===== src/rtl/l2k_mem_pkg.sv =====
// Shared definitions for the Limn2600 RAM-side bridge.
//   sram_state_t : bridge FSM states
//   HALF_LO/HI   : halfword select (half 0 = low 16 bits, little-endian)
package l2k_mem_pkg;

    typedef enum logic [2:0] {
        ST_IDLE    = 3'd0,
        ST_SETUP   = 3'd1,
        ST_STROBE  = 3'd2,
        ST_HOLD    = 3'd3,
        ST_DONE    = 3'd4,
        ST_RECOVER = 3'd5
    } sram_state_t;

    localparam logic HALF_LO = 1'b0;
    localparam logic HALF_HI = 1'b1;

endpackage


===== src/rtl/l2k_sram_bridge.sv =====
// Executes the scheduler's single-outstanding 32-bit RAM commands on a
// 16-bit asynchronous SRAM, low halfword first, with WAIT_STATES extra
// strobe cycles per halfword.
// Ports:
//   clk, rst                 clock, async active-high reset
//   mem_addr/wdata/we/ce     command from scheduler (held until mem_rdy)
//   mem_rdata, mem_rdy       read data and one-cycle completion pulse
//   sram_addr                halfword address
//   sram_dq_out/oe, dq_in    data pads
//   sram_ce_n/oe_n/we_n      active-low strobes (registered, glitch-free)
module l2k_sram_bridge
    import l2k_mem_pkg::*;
#(
    parameter int ADDR_W      = 18,
    parameter int WAIT_STATES = 2
) (
    input  logic              clk,
    input  logic              rst,
    input  logic [31:0]       mem_addr,
    input  logic [31:0]       mem_wdata,
    input  logic              mem_we,
    input  logic              mem_ce,
    output logic [31:0]       mem_rdata,
    output logic              mem_rdy,
    output logic [ADDR_W-1:0] sram_addr,
    output logic [15:0]       sram_dq_out,
    output logic              sram_dq_oe,
    input  logic [15:0]       sram_dq_in,
    output logic              sram_ce_n,
    output logic              sram_oe_n,
    output logic              sram_we_n
);

    localparam logic [3:0] WAIT_LAST = 4'(WAIT_STATES);

    sram_state_t       state_r;
    sram_state_t       state_next_s;
    logic [3:0]        wait_cnt_r;
    logic              half_r;
    logic [ADDR_W-2:0] addr_r;
    logic [31:0]       wdata_r;
    logic              we_r;
    logic [31:0]       shadow_r;
    logic              strobe_last_s;
    logic              cmd_we_s;
    logic              busy_next_s;
    logic              latch_s;
    logic              next_half_s;

    assign strobe_last_s = (wait_cnt_r == WAIT_LAST);
    assign latch_s       = (state_r == ST_IDLE) && mem_ce;
    assign next_half_s   = (state_r == ST_HOLD) && (half_r == HALF_LO);
    // In IDLE the command is not latched yet, so pad enables for the
    // upcoming SETUP cycle must look at mem_we directly.
    assign cmd_we_s      = (state_r == ST_IDLE) ? mem_we : we_r;

    // Next-state logic; DONE and RECOVER ignore mem_ce (stale command).
    always_comb begin
        state_next_s = state_r;
        case (state_r)
            ST_IDLE: begin
                if (mem_ce) state_next_s = ST_SETUP;
                else        state_next_s = ST_IDLE;
            end
            ST_SETUP:   state_next_s = ST_STROBE;
            ST_STROBE: begin
                if (strobe_last_s) state_next_s = ST_HOLD;
                else               state_next_s = ST_STROBE;
            end
            ST_HOLD: begin
                if (half_r == HALF_LO) state_next_s = ST_SETUP;
                else                   state_next_s = ST_DONE;
            end
            ST_DONE:    state_next_s = ST_RECOVER;
            ST_RECOVER: state_next_s = ST_IDLE;
            default:    state_next_s = ST_IDLE;
        endcase
    end

    // The SRAM is selected for the whole of both halfword accesses.
    always_comb begin
        busy_next_s = 1'b0;
        case (state_next_s)
            ST_SETUP, ST_STROBE, ST_HOLD: busy_next_s = 1'b1;
            default:                      busy_next_s = 1'b0;
        endcase
    end

    // FSM state, wait counter, half select and command latches.
    always_ff @(posedge clk or posedge rst) begin
        if (rst) begin
            state_r    <= ST_IDLE;
            wait_cnt_r <= 4'd0;
            half_r     <= HALF_LO;
            addr_r     <= '0;
            wdata_r    <= 32'd0;
            we_r       <= 1'b0;
        end else begin
            state_r <= state_next_s;
            if (state_r == ST_STROBE && !strobe_last_s) wait_cnt_r <= wait_cnt_r + 4'd1;
            else                                        wait_cnt_r <= 4'd0;
            if (latch_s) begin
                addr_r  <= mem_addr[ADDR_W:2];
                wdata_r <= mem_wdata;
                we_r    <= mem_we;
                half_r  <= HALF_LO;
            end else if (next_half_s) begin
                half_r <= HALF_HI;
            end
        end
    end

    // Read capture on the last strobe edge, after W+1 cycles of oe_n low.
    always_ff @(posedge clk or posedge rst) begin
        if (rst) begin
            shadow_r <= 32'd0;
        end else if (state_r == ST_STROBE && strobe_last_s && !we_r) begin
            if (half_r == HALF_LO) shadow_r[15:0]  <= sram_dq_in;
            else                   shadow_r[31:16] <= sram_dq_in;
        end
    end

    // Pad registers, driven from the next state so strobes line up with it.
    always_ff @(posedge clk or posedge rst) begin
        if (rst) begin
            sram_addr   <= '0;
            sram_dq_out <= 16'd0;
            sram_dq_oe  <= 1'b0;
            sram_ce_n   <= 1'b1;
            sram_oe_n   <= 1'b1;
            sram_we_n   <= 1'b1;
        end else begin
            if (latch_s) begin
                sram_addr   <= {mem_addr[ADDR_W:2], HALF_LO};
                sram_dq_out <= mem_wdata[15:0];
            end else if (next_half_s) begin
                sram_addr   <= {addr_r, HALF_HI};
                sram_dq_out <= wdata_r[31:16];
            end
            sram_ce_n  <= !busy_next_s;
            sram_dq_oe <= busy_next_s && cmd_we_s;
            sram_oe_n  <= !((state_next_s == ST_STROBE) && !cmd_we_s);
            sram_we_n  <= !((state_next_s == ST_STROBE) && cmd_we_s);
        end
    end

    // Completion pulse; read data holds until the next read completes.
    always_ff @(posedge clk or posedge rst) begin
        if (rst) begin
            mem_rdy   <= 1'b0;
            mem_rdata <= 32'd0;
        end else begin
            mem_rdy <= (state_next_s == ST_DONE);
            if (state_next_s == ST_DONE && !we_r) mem_rdata <= shadow_r;
        end
    end

endmodule


===== config.mk =====
export PLATFORM = sky130hd
export DESIGN_NAME = l2k_sram_bridge
export DESIGN_NICKNAME = d
export VERILOG_FILES = /design/src/rtl/l2k_mem_pkg.sv /design/src/rtl/l2k_sram_bridge.sv
export SDC_FILE = /design/constraint.sdc
export NUM_CORES = 1
export LEC_CHECK = 0
export ABC_AREA = 1
export BUFFER_PORTS_ARGS = -buffer_cell sky130_fd_sc_hd__buf_2
export CAP_MARGIN = 20
export CELL_PAD_IN_SITES_DETAIL_PLACEMENT = 0
export CELL_PAD_IN_SITES_GLOBAL_PLACEMENT = 1
export CORE_ASPECT_RATIO = 1.75
export CORE_UTILIZATION = 42
export DETAILED_ROUTE_END_ITERATION = 12
export HOLD_SLACK_MARGIN = 0.12
export PLACE_DENSITY_LB_ADDON = 0.1
export SLEW_MARGIN = 20
export SYNTH_ARGS = -nofsm -noshare
export SYNTH_HDL_FRONTEND = slang
export SYNTH_SLANG_ARGS = --single-unit
export TNS_END_PERCENT = 30

===== constraint.sdc =====
create_clock -name clk -period 11.9 [get_ports clk]
set_clock_uncertainty 0.15 [all_clocks]
set_input_delay 2.38 -clock clk [delete_from_list [all_inputs] [get_ports clk]]
set_output_delay 2.38 -clock clk [all_outputs]
set_load 0.03 [all_outputs]

==> impl_results.rst <==
.. list-table::
   :header-rows: 1

   * - Metric
     - Value
   * - Number of I/O pins
     - 155
   * - Critical path arrival
     - 4.39 ns
   * - Mapped cell area
     - 0.00557 mm²
   * - Routability congestion estimate from global placement
     - 0.711
   * - Cell type contributing the most total cell area after synthesis
     - sky130_fd_sc_hd__dfrtp_1
   * - DIE HEIGHT
     - 154 µm
   * - Sink of the worst hold path
     - mem_rdata[6]$_DFFE_PP0P_
   * - Startpoint of the most critical hold path
     - mem_rdata[6]$_DFFE_PP0P_
   * - Core area
     - 0.0129 mm²
   * - Starting Density
     - around 43%
   * - Post-Route Setup TNS
     - 0 ns
   * - CTS H-tree depth
     - 4
   * - Min Tclk post-route
     - 4.24 ns
   * - Proportion of synthesized chip area in sequential cells
     - about 65%
   * - Total clock sinks
     - between 100 and 150
   * - Cell Rows
     - 55
   * - Final hold viol count
     - 0
   * - Maximum number of pins on one net before global-route repair
     - between 90 and 100
   * - Leading cell types in the layout, fill and taps excluded
     - sky130_fd_sc_hd__nand2_1 (228), sky130_fd_sc_hd__dfrtp_1 (141), sky130_fd_sc_hd__buf_2 (139), sky130_fd_sc_hd__nand3_1 (38), sky130_fd_sc_hd__nor2_1 (34)
   * - Worst min-delay path category
     - reg2reg
   * - Storage element area
     - 0.00361 mm²
   * - R2r startpoint
     - state_r[2]$_DFF_PP0_
   * - Remaining number of nets flagged by the antenna check after routing
     - 0
   * - Fraction of power consumed by combinational cells
     - 37.4%
   * - Multi-input gate area
     - approximately 0.0017 mm²
   * - Number of distinct library cells after synthesis
     - 23
   * - Max incr delay on CP
     - 0.68 ns
   * - Kind of capture point of the worst setup path
     - register
   * - Clock slew seen by the registers of the worst setup and hold paths
     - around 0.060 ns
   * - Number of cells traversed by the worst hold path
     - 2
   * - Global-route wire length before repair
     - 20.9 mm
   * - Crit path cell chain
     - buf_2 > nand3_1 > buf_4 > nand2_2 > nor2_1 > o21ai_1 > nand2_1 > inv_1
   * - Port bufs
     - roughly 140
   * - Mean instance size in the synthesized netlist
     - between 9 and 10 µm²
   * - Cts repair resizes
     - 0
   * - Switching portion of total power
     - between 40% and 50%
   * - Synthesized netlist cell count
     - between 500 and 600
   * - Reg2reg path depth
     - 8
   * - Post-CTS setup repair buffer count
     - 0
   * - Worst Tran Pin Value
     - 1.05 ns
   * - Seq cells post-synth
     - approximately 140
   * - Layout Area Growth over Synthesis
     - 25.8%
   * - Critical path buffer and inverter count
     - 3
   * - GR Overflow Total
     - 0
   * - Synth top area share
     - 63.4%
   * - Outcome
     - finished clean
   * - Unrepaired setup endpoints after global routing
     - no
   * - Cell types with the largest area share after synthesis
     - sky130_fd_sc_hd__dfrtp_1 (63%), sky130_fd_sc_hd__nand2_1 (16%), sky130_fd_sc_hd__nand3_1 (3.4%), sky130_fd_sc_hd__a31oi_1 (3.0%), sky130_fd_sc_hd__o21ai_1 (3.0%)
   * - Layout Nets
     - 808
   * - Number of nets produced by synthesis
     - just under 700
   * - Power density over the cells
     - 325 mW/mm²
   * - Clock group share of total power
     - 25.2%
   * - Maximum capacitance violations
     - 0
   * - Die X
     - around 90 µm
   * - Flop2flop setup slack
     - a little over 9 ns
   * - Fillers
     - around 1.3k
   * - # hold bufs at CTS
     - 0
   * - Clock Tree Root
     - sky130_fd_sc_hd__clkbuf_16
   * - Number of max-slew violations in the final report
     - 0
   * - Starting DRT DRC Count
     - 158
   * - Static power due to leakage
     - 0.00370 µW
   * - Leading cell type in the layout, fill and taps excluded
     - sky130_fd_sc_hd__nand2_1
   * - Ant diodes
     - 0
   * - Share of total power in sequential cells
     - ~37%
   * - Startpoint types
     - primary input
   * - Post-DP HPWL
     - 8.25 mm
   * - Post-route insts no fill
     - between 900 and 1k
   * - First-pass iteration count of the detailed router
     - 4
   * - Number of buffers on the longest clock path
     - 2
   * - Average routed wire per standard cell
     - 13.6 µm
   * - Post-DR vias/cell
     - approximately 4.8
   * - Total net switching power
     - between 900 and 1000 µW
   * - Gr usage total
     - 19.7%
   * - Total Die Area
     - 0.0137 mm²
   * - TritonCTS clock tree
     - done
   * - CTS buffer count
     - 17
   * - Post-Place Cells
     - 874
   * - Crit Path Max Fanout
     - 56
   * - Type of the setup path with the least slack
     - in2reg
   * - Slowest stage cell on the critical path
     - sky130_fd_sc_hd__nand2_2
   * - Total of warnings raised by yosys
     - 0
   * - Total routed wirelength
     - roughly 12 mm
   * - Maximum resistive drop on vdd
     - about 0.13 mV
   * - Number of setup violations in the final report
     - 0
   * - Via count
     - between 4k and 5k
   * - Initial antenna violation count
     - 0
   * - Max_slew headroom
     - between 20% and 30%
   * - Fmax achieved
     - between 200 and 250 MHz
   * - Cell family contributing the most delay on the critical path
     - simple AND/OR/NAND/NOR gates
   * - Worst R2R End
     - sram_dq_oe$_DFF_PP0_
   * - Internal Pwr Total
     - 1360 µW
   * - Worst-skew pair later-pin latency
     - 0.40 ns
   * - Fraction of layout instances using a drive strength above 1
     - 25.5%
   * - Period utilisation layout
     - between 30% and 40%
   * - Number of global-route vias before repair
     - ~4.6k
   * - Count of unresolved DRC violations after routing
     - 0
   * - Worst Path Required
     - 12.05 ns
## cells by family after synthesis
group	count (synthesis)	share of synthesized area, %
xor+xnor	1	0.157
flops	144	64.8
fa+ha+maj	2	0.449
compound gates	70	7.17
simple gates	309	22.0
buf+inv	64	5.42
## final cells by class
type / instances / share of cell area [%]
repair buffers: 144 / 10.8
clock inverters: 13 / 3.00
flip-flops and latches: 144 / 51.5
clock buffers: 18 / 6.13
multi-input cells: 382 / 23.7
well taps: 171 / 3.05
inverters: 33 / 1.84
## power by group through the flow
stage                     Clock (µW)  Combinational [µW]  Sequential, µW
after global routing             607                 951             879
after CTS                        587                 866             853
after floorplan                    0                 402            1080
after global placement             0                 834             847
final                            574                 850             851
after detailed placement           0                 865             857
## how the worst max path moves through the flow
stage                                  to  cells past startpoint  slack, ns  startpoint
floorplan           addr_r[0]$_DFFE_PP0N_                      1       5.51         rst
global placement     sram_dq_oe$_DFF_PP0_                      8       7.22      mem_ce
detailed placement   sram_dq_oe$_DFF_PP0_                      8       7.18      mem_ce
CTS                  sram_dq_oe$_DFF_PP0_                      8       7.63      mem_ce
global route         sram_dq_oe$_DFF_PP0_                      8       7.45      mem_ce
finish               sram_dq_oe$_DFF_PP0_                      8       7.66      mem_ce
## worst reg2reg max path: cells and delay by family (launching register included)
| kind | cells | cell delay [ns] |
|---|---|---|
| DFF | 1 | 0.36 |
| AOI/OAI and AO/OA | 1 | 0.17 |
| buffers and inverters | 3 | 0.54 |
| and+or+nand+nor | 4 | 1.34 |
## layer usage
metal,global-route usage (%),part of all wire [%],up-vias
li1,-,-,2145
met1,21.9,40,2062
met2,35.1,53,116
met3,5.44,5.2,17
met4,7.48,1.8,0
met5,0,0,-
## cell usage after synthesis (all sizes together)
library cell	instances
xnor2	1
dfrtp	141
or2	1
nand3	38
inv	32
clkinv	1
o21ai	36
nand2	231
o211ai	6
dfstp	3
clkbuf	3
a31oi	27
a21oi	1
nand4	2
nor2	37
ha	2
buf	28
## state kept, by name (all words and copies together) (netlist names)
name / count
sram_addr: 18
sram_oe_n: 1
sram_ce_n: 1
state_r: 3
wait_cnt_r: 4
sram_dq_oe: 1
addr_r: 17
sram_we_n: 1
mem_rdy: 1
wdata_r: 16
mem_rdata: 32
shadow_r: 32
we_r: 1
sram_dq_out: 16
## metrics by stage
| stage | utilization (%) | hold WS (ns) | instance area (µm²) | setup WS [ns] | power (µW) |
|---|---|---|---|---|---|
| floorplan | - | 0.293 | 5570 | 5.51 | 1480 |
| global placement | 49.0 | 0.300 | 6340 | 7.22 | 1680 |
| detailed placement | 49.2 | 0.303 | 6370 | 7.18 | 1720 |
| CTS | 54.1 | 0.318 | 7010 | 7.63 | 2310 |
| global route | 54.1 | 0.346 | 7010 | 7.45 | 2440 |
| finish | 54.1 | 0.316 | 7010 | 7.66 | 2280 |
Note: power is estimated with default switching activity, not from simulation.
